**config.mk**
```make
export PLATFORM = sky130hd
export DESIGN_NAME = issue_sched
export DESIGN_NICKNAME = d
export VERILOG_FILES = /design/src/rtl/issue_sched_pkg.sv /design/src/rtl/issue_queue.sv /design/src/rtl/issue_sched.sv
export SDC_FILE = /design/constraint.sdc
export NUM_CORES = 2
export LEC_CHECK = 0
export CORE_UTILIZATION = 25
export DETAILED_ROUTE_END_ITERATION = 10
export SYNTH_ARGS = -nofsm -noshare
export SYNTH_HDL_FRONTEND = slang
export SYNTH_SLANG_ARGS = --single-unit
```
**constraint.sdc**
```tcl
create_clock -name clk -period 5.3 [get_ports clk]
set_clock_uncertainty 0.15 [all_clocks]
set_input_delay 1.325 -clock clk [delete_from_list [all_inputs] [get_ports clk]]
set_output_delay 1.325 -clock clk [all_outputs]
set_load 0.01 [all_outputs]
```
**src/rtl/issue_sched_pkg.sv**
```systemverilog
// issue_sched_pkg: shared types and helpers for the dual-issue scheduler.
// Decode bundle layout (LSB first): rfwsrc[1:0] rfwe[2] dmwidth[4:3] dmsign[5]
// dmwe[6] aluop[11:7] alusrc[12] npcop[15:13] extop[21:16] imm[53:22]
// rd[58:54] rt[63:59] rs[68:64] insttype[71:69].
package issue_sched_pkg;

  localparam int unsigned XLEN        = 32;
  localparam int unsigned DEC_W       = 72;
  localparam int unsigned REG_W       = 5;
  localparam int unsigned NPCOP_W     = 3;
  localparam int unsigned ISSUE_DEPTH = 4;

  // Sequential next-PC; any other NPCop marks a control instruction.
  localparam logic [NPCOP_W-1:0] NPC_PLUS4 = 3'b000;

  // Decode bundle; member order fixes the bit offsets listed above.
  typedef struct packed {
    logic [2:0]         insttype;
    logic [REG_W-1:0]   rs;
    logic [REG_W-1:0]   rt;
    logic [REG_W-1:0]   rd;
    logic [31:0]        imm;
    logic [5:0]         extop;
    logic [NPCOP_W-1:0] npcop;
    logic               alusrc;
    logic [4:0]         aluop;
    logic               dmwe;
    logic               dmsign;
    logic [1:0]         dmwidth;
    logic               rfwe;
    logic [1:0]         rfwsrc;
  } dec_t;

  // One queued instruction.
  typedef struct packed {
    logic [XLEN-1:0] pc;
    logic [XLEN-1:0] npc;
    dec_t            decode;
  } iq_entry_t;

  // True when r matches a valid busy destination register.
  function automatic logic busy_hit(input logic [1:0]            vld,
                                    input logic [1:0][REG_W-1:0] rd,
                                    input logic [REG_W-1:0]      r);
    return (vld[0] && (rd[0] == r)) || (vld[1] && (rd[1] == r));
  endfunction

  // An instruction produces a register result only with rfwe set and rd != x0.
  function automatic logic writes_rd(input logic rfwe, input logic [REG_W-1:0] rd);
    return rfwe && (rd != '0);
  endfunction

endpackage

```
**src/rtl/issue_queue.sv**
```systemverilog
// issue_queue: in-order circular buffer with 2-wide enqueue and dequeue.
// Ports: enq_valid (01 = one entry, 11 = two), enq_data0/1, deq_n (0..2),
// flush (empties the queue, dropping same-cycle enqueues), head0/head1 (oldest
// two entries), count (occupancy).
module issue_queue
  import issue_sched_pkg::*;
#(
  parameter int unsigned DEPTH = ISSUE_DEPTH,
  localparam int unsigned PW = $clog2(DEPTH),
  localparam int unsigned CW = $clog2(DEPTH + 1)
) (
  input  logic          clk,
  input  logic          rst,
  input  logic          flush,
  input  logic [1:0]    enq_valid,
  input  iq_entry_t     enq_data0,
  input  iq_entry_t     enq_data1,
  input  logic [1:0]    deq_n,
  output iq_entry_t     head0,
  output iq_entry_t     head1,
  output logic [CW-1:0] count
);

  iq_entry_t     mem_q [DEPTH];
  iq_entry_t     mem_d [DEPTH];
  logic [PW-1:0] head_q, head_d;
  logic [PW-1:0] tail_q, tail_d;
  logic [CW-1:0] count_q, count_d;
  logic [1:0]    enq_n;

  // Next-state: flush wins over any enqueue/dequeue in the same cycle.
  always_comb begin
    mem_d   = mem_q;
    head_d  = head_q;
    tail_d  = tail_q;
    count_d = count_q;
    enq_n   = {enq_valid[0] & enq_valid[1], enq_valid[0] & ~enq_valid[1]};
    if (flush) begin
      head_d  = '0;
      tail_d  = '0;
      count_d = '0;
    end else begin
      if (enq_valid[0]) mem_d[tail_q] = enq_data0;
      if (enq_valid[0] && enq_valid[1]) mem_d[PW'(tail_q + PW'(1))] = enq_data1;
      head_d  = PW'(head_q + PW'(deq_n));
      tail_d  = PW'(tail_q + PW'(enq_n));
      count_d = CW'(count_q + CW'(enq_n) - CW'(deq_n));
    end
  end

  always_ff @(posedge clk) begin
    if (rst) begin
      head_q  <= '0;
      tail_q  <= '0;
      count_q <= '0;
      for (int i = 0; i < int'(DEPTH); i++) mem_q[i] <= '0;
    end else begin
      head_q  <= head_d;
      tail_q  <= tail_d;
      count_q <= count_d;
      mem_q   <= mem_d;
    end
  end

  assign head0 = mem_q[head_q];
  assign head1 = mem_q[PW'(head_q + PW'(1))];
  assign count = count_q;

endmodule

```
**src/rtl/issue_sched.sv**
```systemverilog
// issue_sched: dual-issue in-order scheduler feeding FAB ports 0 (older) and 1.
// Ports: in_valid/in_pc/in_npc/in_decode + in_ready (2-wide enqueue), stop
// (downstream stall), iss0_*/iss1_*/iss_valid (issue slots, zero when idle),
// br_flag/br_addr (FAB branch resolution), redirect_valid/redirect_pc
// (one-cycle registered fetch redirect).
module issue_sched
  import issue_sched_pkg::*;
#(
  parameter int unsigned DEPTH = ISSUE_DEPTH
) (
  input  logic                 clk,
  input  logic                 rst,
  input  logic [1:0]           in_valid,
  input  logic [2*XLEN-1:0]    in_pc,
  input  logic [2*XLEN-1:0]    in_npc,
  input  logic [2*DEC_W-1:0]   in_decode,
  output logic                 in_ready,
  input  logic                 stop,
  output logic [XLEN-1:0]      iss0_pc,
  output logic [XLEN-1:0]      iss0_npc,
  output logic [DEC_W-1:0]     iss0_decode,
  output logic                 iss0_num,
  output logic [XLEN-1:0]      iss1_pc,
  output logic [XLEN-1:0]      iss1_npc,
  output logic [DEC_W-1:0]     iss1_decode,
  output logic                 iss1_num,
  output logic [1:0]           iss_valid,
  input  logic [1:0]           br_flag,
  input  logic [2*XLEN-1:0]    br_addr,
  output logic                 redirect_valid,
  output logic [XLEN-1:0]      redirect_pc
);

  localparam int unsigned CW = $clog2(DEPTH + 1);

  logic [CW-1:0]         count;
  iq_entry_t             ent_a, ent_b, enq0, enq1;
  logic [1:0]            enq_valid, deq_n;
  logic                  a_iss, b_iss, a_wr, b_wr;
  logic                  flush;
  logic [XLEN-1:0]       flush_pc;

  logic [1:0]            busy_vld_q, busy_vld_d;
  logic [1:0][REG_W-1:0] busy_rd_q, busy_rd_d;
  logic                  seq_q, seq_d;
  logic                  redirect_valid_q, redirect_valid_d;
  logic [XLEN-1:0]       redirect_pc_q, redirect_pc_d;

  // Ready needs room for a full pair and no redirect in flight.
  assign in_ready  = (count <= CW'(DEPTH - 2)) && !redirect_valid_q;
  assign enq_valid = in_ready ? in_valid : 2'b00;
  assign enq0      = {in_pc[XLEN-1:0], in_npc[XLEN-1:0], in_decode[DEC_W-1:0]};
  assign enq1      = {in_pc[2*XLEN-1:XLEN], in_npc[2*XLEN-1:XLEN], in_decode[2*DEC_W-1:DEC_W]};

  issue_queue #(.DEPTH(DEPTH)) u_queue (
    .clk       (clk),
    .rst       (rst),
    .flush     (flush),
    .enq_valid (enq_valid),
    .enq_data0 (enq0),
    .enq_data1 (enq1),
    .deq_n     (deq_n),
    .head0     (ent_a),
    .head1     (ent_b),
    .count     (count)
  );

  // Issue selection: A is the head, B may pair with it only if independent of A.
  always_comb begin
    a_iss = 1'b0;
    b_iss = 1'b0;
    a_wr  = writes_rd(ent_a.decode.rfwe, ent_a.decode.rd);
    b_wr  = writes_rd(ent_b.decode.rfwe, ent_b.decode.rd);
    if ((count >= CW'(1)) && !stop) begin
      a_iss = !busy_hit(busy_vld_q, busy_rd_q, ent_a.decode.rs) &&
              !busy_hit(busy_vld_q, busy_rd_q, ent_a.decode.rt);
    end
    if (a_iss && (count >= CW'(2))) begin
      b_iss = !busy_hit(busy_vld_q, busy_rd_q, ent_b.decode.rs) &&
              !busy_hit(busy_vld_q, busy_rd_q, ent_b.decode.rt) &&
              (ent_a.decode.npcop == NPC_PLUS4) &&
              !(a_wr && ((ent_b.decode.rs == ent_a.decode.rd) ||
                         (ent_b.decode.rt == ent_a.decode.rd))) &&
              !(a_wr && b_wr && (ent_a.decode.rd == ent_b.decode.rd));
    end
    // b_iss implies a_iss, so the sum is {b, a & ~b}.
    deq_n = {b_iss, a_iss & ~b_iss};
  end

  // Idle slots drive all-zero payloads.
  assign iss_valid   = {b_iss, a_iss};
  assign iss0_pc     = a_iss ? ent_a.pc : '0;
  assign iss0_npc    = a_iss ? ent_a.npc : '0;
  assign iss0_decode = a_iss ? ent_a.decode : '0;
  assign iss0_num    = a_iss & seq_q;
  assign iss1_pc     = b_iss ? ent_b.pc : '0;
  assign iss1_npc    = b_iss ? ent_b.npc : '0;
  assign iss1_decode = b_iss ? ent_b.decode : '0;
  assign iss1_num    = b_iss & ~seq_q;

  // Taken branch on an issued slot; the older slot wins.
  assign flush    = (a_iss && br_flag[0]) || (b_iss && br_flag[1]);
  assign flush_pc = (a_iss && br_flag[0]) ? br_addr[XLEN-1:0] : br_addr[2*XLEN-1:XLEN];

  // Busy set, sequence bit and redirect next-state.
  always_comb begin
    busy_vld_d       = busy_vld_q;
    busy_rd_d        = busy_rd_q;
    seq_d            = seq_q ^ (a_iss ^ b_iss);
    redirect_valid_d = flush;
    redirect_pc_d    = flush ? flush_pc : redirect_pc_q;
    // A stalled FAB keeps last cycle's producers in its pipeline register.
    if (!stop) begin
      busy_vld_d   = {b_iss & b_wr, a_iss & a_wr};
      busy_rd_d[0] = ent_a.decode.rd;
      busy_rd_d[1] = ent_b.decode.rd;
    end
  end

  always_ff @(posedge clk) begin
    if (rst) begin
      busy_vld_q       <= '0;
      busy_rd_q        <= '0;
      seq_q            <= 1'b0;
      redirect_valid_q <= 1'b0;
      redirect_pc_q    <= '0;
    end else begin
      busy_vld_q       <= busy_vld_d;
      busy_rd_q        <= busy_rd_d;
      seq_q            <= seq_d;
      redirect_valid_q <= redirect_valid_d;
      redirect_pc_q    <= redirect_pc_d;
    end
  end

  assign redirect_valid = redirect_valid_q;
  assign redirect_pc    = redirect_pc_q;

endmodule

```
# After elaboration in Yosys (flattened, before gate mapping)
# Index checks and enable logic that the tools add are counted.
# word_totals
output_inout_bits	310
in_bits	343
elab_cells	184
ff_bits	597
# op_classes
bitwise	16
n_eq_ne	11
reduce_logical	44
n_addsub	6
order_cmp	9
muxes	25
# ops
operator	n
544-bit two-way mux	3
544-bit bitwise mux	2
136-bit two-way mux	6
136-bit binary-select mux with 2-bit select	2
136-bit demux with 2-bit select	2
32-bit two-way mux	5
72-bit two-way mux	2
5-bit equality test	11
1-bit logical AND	26
3-bit greater-or-equal comparator (second input constant)	4
2-bit inverter with 3-bit output	4
5-bit nonzero test	2
1-bit zero test	8
1-bit bitwise AND	7
1-bit logical OR	6
3-bit by 1-bit less-than comparator with 1-bit output (second input constant)	2
2-bit by 1-bit adder with 2-bit output (second input constant)	2
2-bit adder	2
3-bit by 2-bit adder with 3-bit output	1
3-bit by 1-bit greater-or-equal comparator with 1-bit output (second input constant)	1
3-bit by 2-bit greater-or-equal comparator with 1-bit output (second input constant)	1
3-bit by 2-bit <= comparator with 1-bit output (second input constant)	1
3-bit zero test	1
1-bit inverter	3
other kinds (5)	7

# Longest topological paths before layout
# logic_depth
word_depth	19
ltp_mapped	19
depth_no_buf	14

# By module
# Synthesis repeated with hierarchy kept, for this count alone.
# unflattened
hier_cells	3987
area_unflattened_um2	38182.9
# by_module_without_submodules
module	area_each_um2	instances	seq_area_each_um2	cells_each
issue_queue	33314.5	1	11030.6	3372
issue_sched	4868.4	1	920.9	615

# Worst setup path before layout
# No wires, ideal clock.
# synth_timing
kind	input to output
startpoint	in stop
endpoint	out iss1_decode[13]
slack_ps	644
path_buffers	3
stages	9
t_arrival_ps	3181
required_ps	3825
cell_sequence	clkbuf_1 > nor2_1 > o21ai_0 > or4_4 > inv_2 > nand3_1 > clkbuf_1 > buf_1 > a211oi_1
# synth_via
elab_chain_cells	6
# synth_rtl
element	line	rtl
from (decl)	issue_sched.sv:18	input logic stop,
1-bit zero test	-	
1-bit logical AND	issue_sched.sv:74	if ((count >= CW'(1)) && !stop) begin
1-bit two-way mux	issue_sched.sv:74	
1-bit logical AND	issue_sched.sv:78	if (a_iss && (count >= CW'(2))) begin
1-bit two-way mux	issue_sched.sv:78	
72-bit two-way mux	issue_sched.sv:98	assign iss1_decode = b_iss ? ent_b.decode : '0;
to (decl)	issue_sched.sv:25	output logic [DEC_W-1:0] iss1_decode,
# Every way passes these cells.

# Worst setup path after layout
# layout_timing
startpoint	reg u_queue.head_q[0]
endpoint	out iss1_decode[21]
# layout_via
elab_chain_cells	15
word_cells_on_any_way	56
classes_between	add/sub (1); eq/ne (11); mux (9); bitwise (2); reduce/logical (33)
# layout_rtl
element	line	rtl
from (decl)	issue_queue.sv:26	logic [PW-1:0] head_q, head_d;
from (signal assigned)	issue_queue.sv:53	head_q <= '0;
from (signal assigned)	issue_queue.sv:58	head_q <= head_d;
2-bit by 1-bit adder with 2-bit output	issue_queue.sv:66	assign head1 = mem_q[PW'(head_q + PW'(1))];
2-bit inverter with 3-bit output (not written as such)	issue_queue.sv:66	
136-bit binary-select mux with 2-bit select	issue_queue.sv:66	
136-bit two-way mux (not written as such) (2 in series)	issue_queue.sv:66	
5-bit equality test	issue_sched_pkg.sv:45	return (vld[0] && (rd[0] == r)) || (vld[1] && (rd[1] == r));
1-bit logical AND	issue_sched_pkg.sv:45	
1-bit logical OR	issue_sched_pkg.sv:45	
1-bit zero test (on tied branches)	issue_sched.sv:79, issue_sched.sv:80	
1-bit logical AND	issue_sched.sv:79	b_iss = !busy_hit(busy_vld_q, busy_rd_q, ent_b.decode.rs) &&
1-bit logical AND	issue_sched.sv:80	!busy_hit(busy_vld_q, busy_rd_q, ent_b.decode.rt) &&
1-bit logical AND	issue_sched.sv:81	(ent_a.decode.npcop == NPC_PLUS4) &&
1-bit logical AND	issue_sched.sv:83	(ent_b.decode.rt == ent_a.decode.rd))) &&
1-bit two-way mux	issue_sched.sv:78	
72-bit two-way mux (*)	issue_sched.sv:98	
# Mark *: on every way between the ends. The rest lies on a longest branch, timed or not. The select of a mux whose other input is x is not followed.

==> impl_metrics.csv <==
group,metric,value,unit
run_status,outcome,"finished with violations",
run_status,violations,"negative setup slack",
critical_path,arrival,4.03,ns
power_and_ir_drop,leakagePower,22.0,nW
floorplan,dieHeight,394,um
final_layout,drive_gt1_frac,0.218,
yosys,async_flop_share,0,
sta,report.final.slew_viol_count,0,
final_layout,layout.nets,4928,
sta,tightestPinTransition,0.960,ns
yosys,synth_edf_count,0,
floorplan,die_area,156000,um^2
power_and_ir_drop,clkPwrFrac,0.264,
grt,grt_max_degree,143,
detailed_routing,wl_per_cell,23.1,um
yosys,syn-num-nets,4330,
grt,grt_pass1_vias,33200,
place,portBuffers,652,
yosys,ys_seq_elements,597,
grt,gr-total-overflow,0,
place,placed_cell_area,47400,um^2
yosys,yosys.area.top_type_share,0.310,
clock_tree,htreeDepth,3,
clock_tree,clk_path_buf_depth,3,
hold_path,hold_path.class,"flop to flop",
critical_path,criticalPathCategory,"flop to output port",
power_and_ir_drop,p_int,0.0131,W
sta,rsz0062_at_grt,"yes",
floorplan,row_count,143,
yosys,seq_area_frac_synth,0.310,
power_and_ir_drop,netSwitchingPower,0.00769,W
clock_tree,clk_latency,0.69,ns
flow_run,cap_violations,0,
sta,slew_headroom,0.360,
power_and_ir_drop,swShare,0.371,
yosys,synthTopCellsByArea,"dfxtp_1, mux2i_1, mux4_2",
power_and_ir_drop,ir_drop,248,uV
sta,setup_viol,212,
detailed_routing,routed_via_density,5.32,
critical_path,path_buf_inv,8,
critical_path,crit_chain,"buf_8 > mux4_2 > xor2_2 > nor4_1 > and3_1 > or4_4 > inv_8 > buf_6 > nand3_4 > buf_12 > buf_8 > buf_16 > nor2b_1 > buf_4 > buf_12",
critical_path,critPathMaxStageDelay,0.60,ns
floorplan,core,152000,um^2
detailed_routing,drt-total-wl,154000,um
sta,max_freq,0.182,GHz
sta,setup_tns,-18.10,ns
power_and_ir_drop,seq_power_share,0.282,
grt,grt_pass1_wl,220000,um
yosys,yosysUniqueCellTypes,45,
critical_path,cp_max_fo,7,
sta,post-route-period-util,1.04,
clock_tree,clk_pin_slew,0.06,ns
place,dp_hpwl,92400,um
final_layout,final_cells,6673,
clock_tree,cts_num_sinks,597,
yosys,yosysWarnings,0,
sta,setup_ws,-0.206,ns
sta,hold_violations,0,
detailed_routing,ant_nets,0,
final_layout,fin_area,52600,um^2
final_layout,area_growth,36.7,%
yosys,synth_cells,3981,
final_layout,fin_util,0.345,
yosys,avgSynthCellArea,9.67,um^2
critical_path,worstSetupStartpointType,"flop",
critical_path,cp_data_required_time,3.83,ns
critical_path,slowest_stage,"mux4_2",
floorplan,initial_utilization,0.253,
floorplan,ioPinCount,653,
detailed_routing,route.vias.total,35500,
clock_tree,cts_buffers,77,
floorplan,dieWidth,394,um
detailed_routing,dr.pass1.iters,6,
power_and_ir_drop,p_comb_frac,0.454,
final_layout,final_cell_mix,"dfxtp_1, mux2i_1, nand2_1, o21ai_0, a22o_1",
detailed_routing,drc,0,
grt,antenna_found_initial,29,
yosys,synth_flop_cell,"dfxtp_1",
power_and_ir_drop,power,0.0208,W
clock_tree,cts_root_buffer,"clkbuf_16",
critical_path,end_kind,"output port",
detailed_routing,drtIter0Drc,3099,
power_and_ir_drop,power_density,395,nW/um^2
place,place_inst,6381,
sta,min_period,5.51,ns
place,place.gp.congestion,0.824,
critical_path,crit_family,"simple AND/OR/NAND/NOR gates",
clock_tree,tritoncts,"yes",
yosys,netlist_area,38500,um^2
final_layout,mostFrequentLayoutCell,"dfxtp_1",
yosys,yosysTopAreaCell,"dfxtp_1",
grt,grt_usage,0.182,
==> routing by layer <==
metal / GRT usage / vias up / part of all wire
met5: 0 / - / 0.0018
met4: 0.0484 / 38 / 0.023
met3: 0.0377 / 235 / 0.074
met2: 0.288 / 1466 / 0.47
met1: 0.249 / 17700 / 0.44
li1: - / 16100 / -
==> cell type report <==
type	instances	area (um^2)
fillers	15300	99800
multi-input cells	2962	25200
flip-flops and latches	597	12000
repair buffers	937	10300
well taps	2030	2540
clock buffers	111	2240
clock inverters	22	338
inverters	4	47.5
diodes	10	25.0
==> cells by family (layout without fill, tap and decap cells) <==
group,Yosys count,after routing,share of synthesized area
AOI/OAI and AO/OA,1137,1137,0.205
buffers and inverters,422,1074,0.0501
xor gates and xnor gates,64,64,0.0146
adders and majority gates,6,6,0.00234
DFF,597,597,0.310
muxes,866,866,0.311
other,0,10,0
and+or+nand+nor,889,889,0.106
==> path summary, 6_finish.rpt <==
kind	start	endpoint	slack [ns]	depth (start not counted)
setup reg to reg	u_queue.head_q[0]	u_queue.mem_q[445]	0.08	27
hold / removal	redirect_pc[30]	redirect_pc[30]	0.31	1
hold reg to reg	redirect_pc[30]	redirect_pc[30]	0.31	1
setup / recovery	u_queue.head_q[0]	iss1_decode[21]	-0.21	15
==> synthesized netlist by cell type, types with 3 or more instances <==
cell	count
buf_4	35
xor2_1	26
nor3_1	6
nand2_1	554
nor4_1	5
a21oi_1	5
buf_6	16
clkbuf_1	287
dfxtp_1	597
buf_2	47
o21ai_0	545
nor2_1	33
mux2_2	5
buf_1	31
a211oi_1	4
and2_1	153
nand4_1	5
a22o_1	544
xnor2_1	38
and3_1	3
ha_1	4
mux4_2	264
mux2i_1	594
nor2b_1	118
o2bb2ai_1	32
nand3_1	4
mux2_1	3
==> power groups by stage <==
stage                     logic [W]  registers [W]  clock network (W)
after floorplan             0.00525        0.00570                  0
after global placement      0.00775        0.00586                  0
after detailed placement    0.00784        0.00590                  0
after CTS                   0.00888        0.00583            0.00560
after global routing        0.00999        0.00595            0.00578
final                       0.00942        0.00586            0.00547
==> stage by stage <==
step           setup WS (ns)  hold WS (ns)
2_1_floorplan          0.644         0.315
3_3_place_gp          0.0178         0.296
3_5_place_dp         -0.0374         0.297
4_1_cts               -0.332         0.313
5_1_grt               -0.341         0.327
6_report              -0.206         0.309
==> sequential cells by signal, summed over array words and instances (netlist names) <==
| name | cells |
|---|---|
| u_queue.head_q | 2 |
| busy_rd_q | 10 |
| u_queue.count | 3 |
| redirect_pc | 32 |
| u_queue.tail_q | 2 |
| seq_q | 1 |
| u_queue.mem_q | 544 |
| redirect_valid | 1 |
| busy_vld_q | 2 |
==> timing repair <==
action / CTS / global route
hold buffers: 0 / 0
pin swaps: 14 / 6
setup endpoints to repair: 276 / 852
resized for setup: 911 / 282
gates cloned: 21 / 29
buffers inserted: 71 / 41
Note: power is estimated with default switching activity, not from simulation.
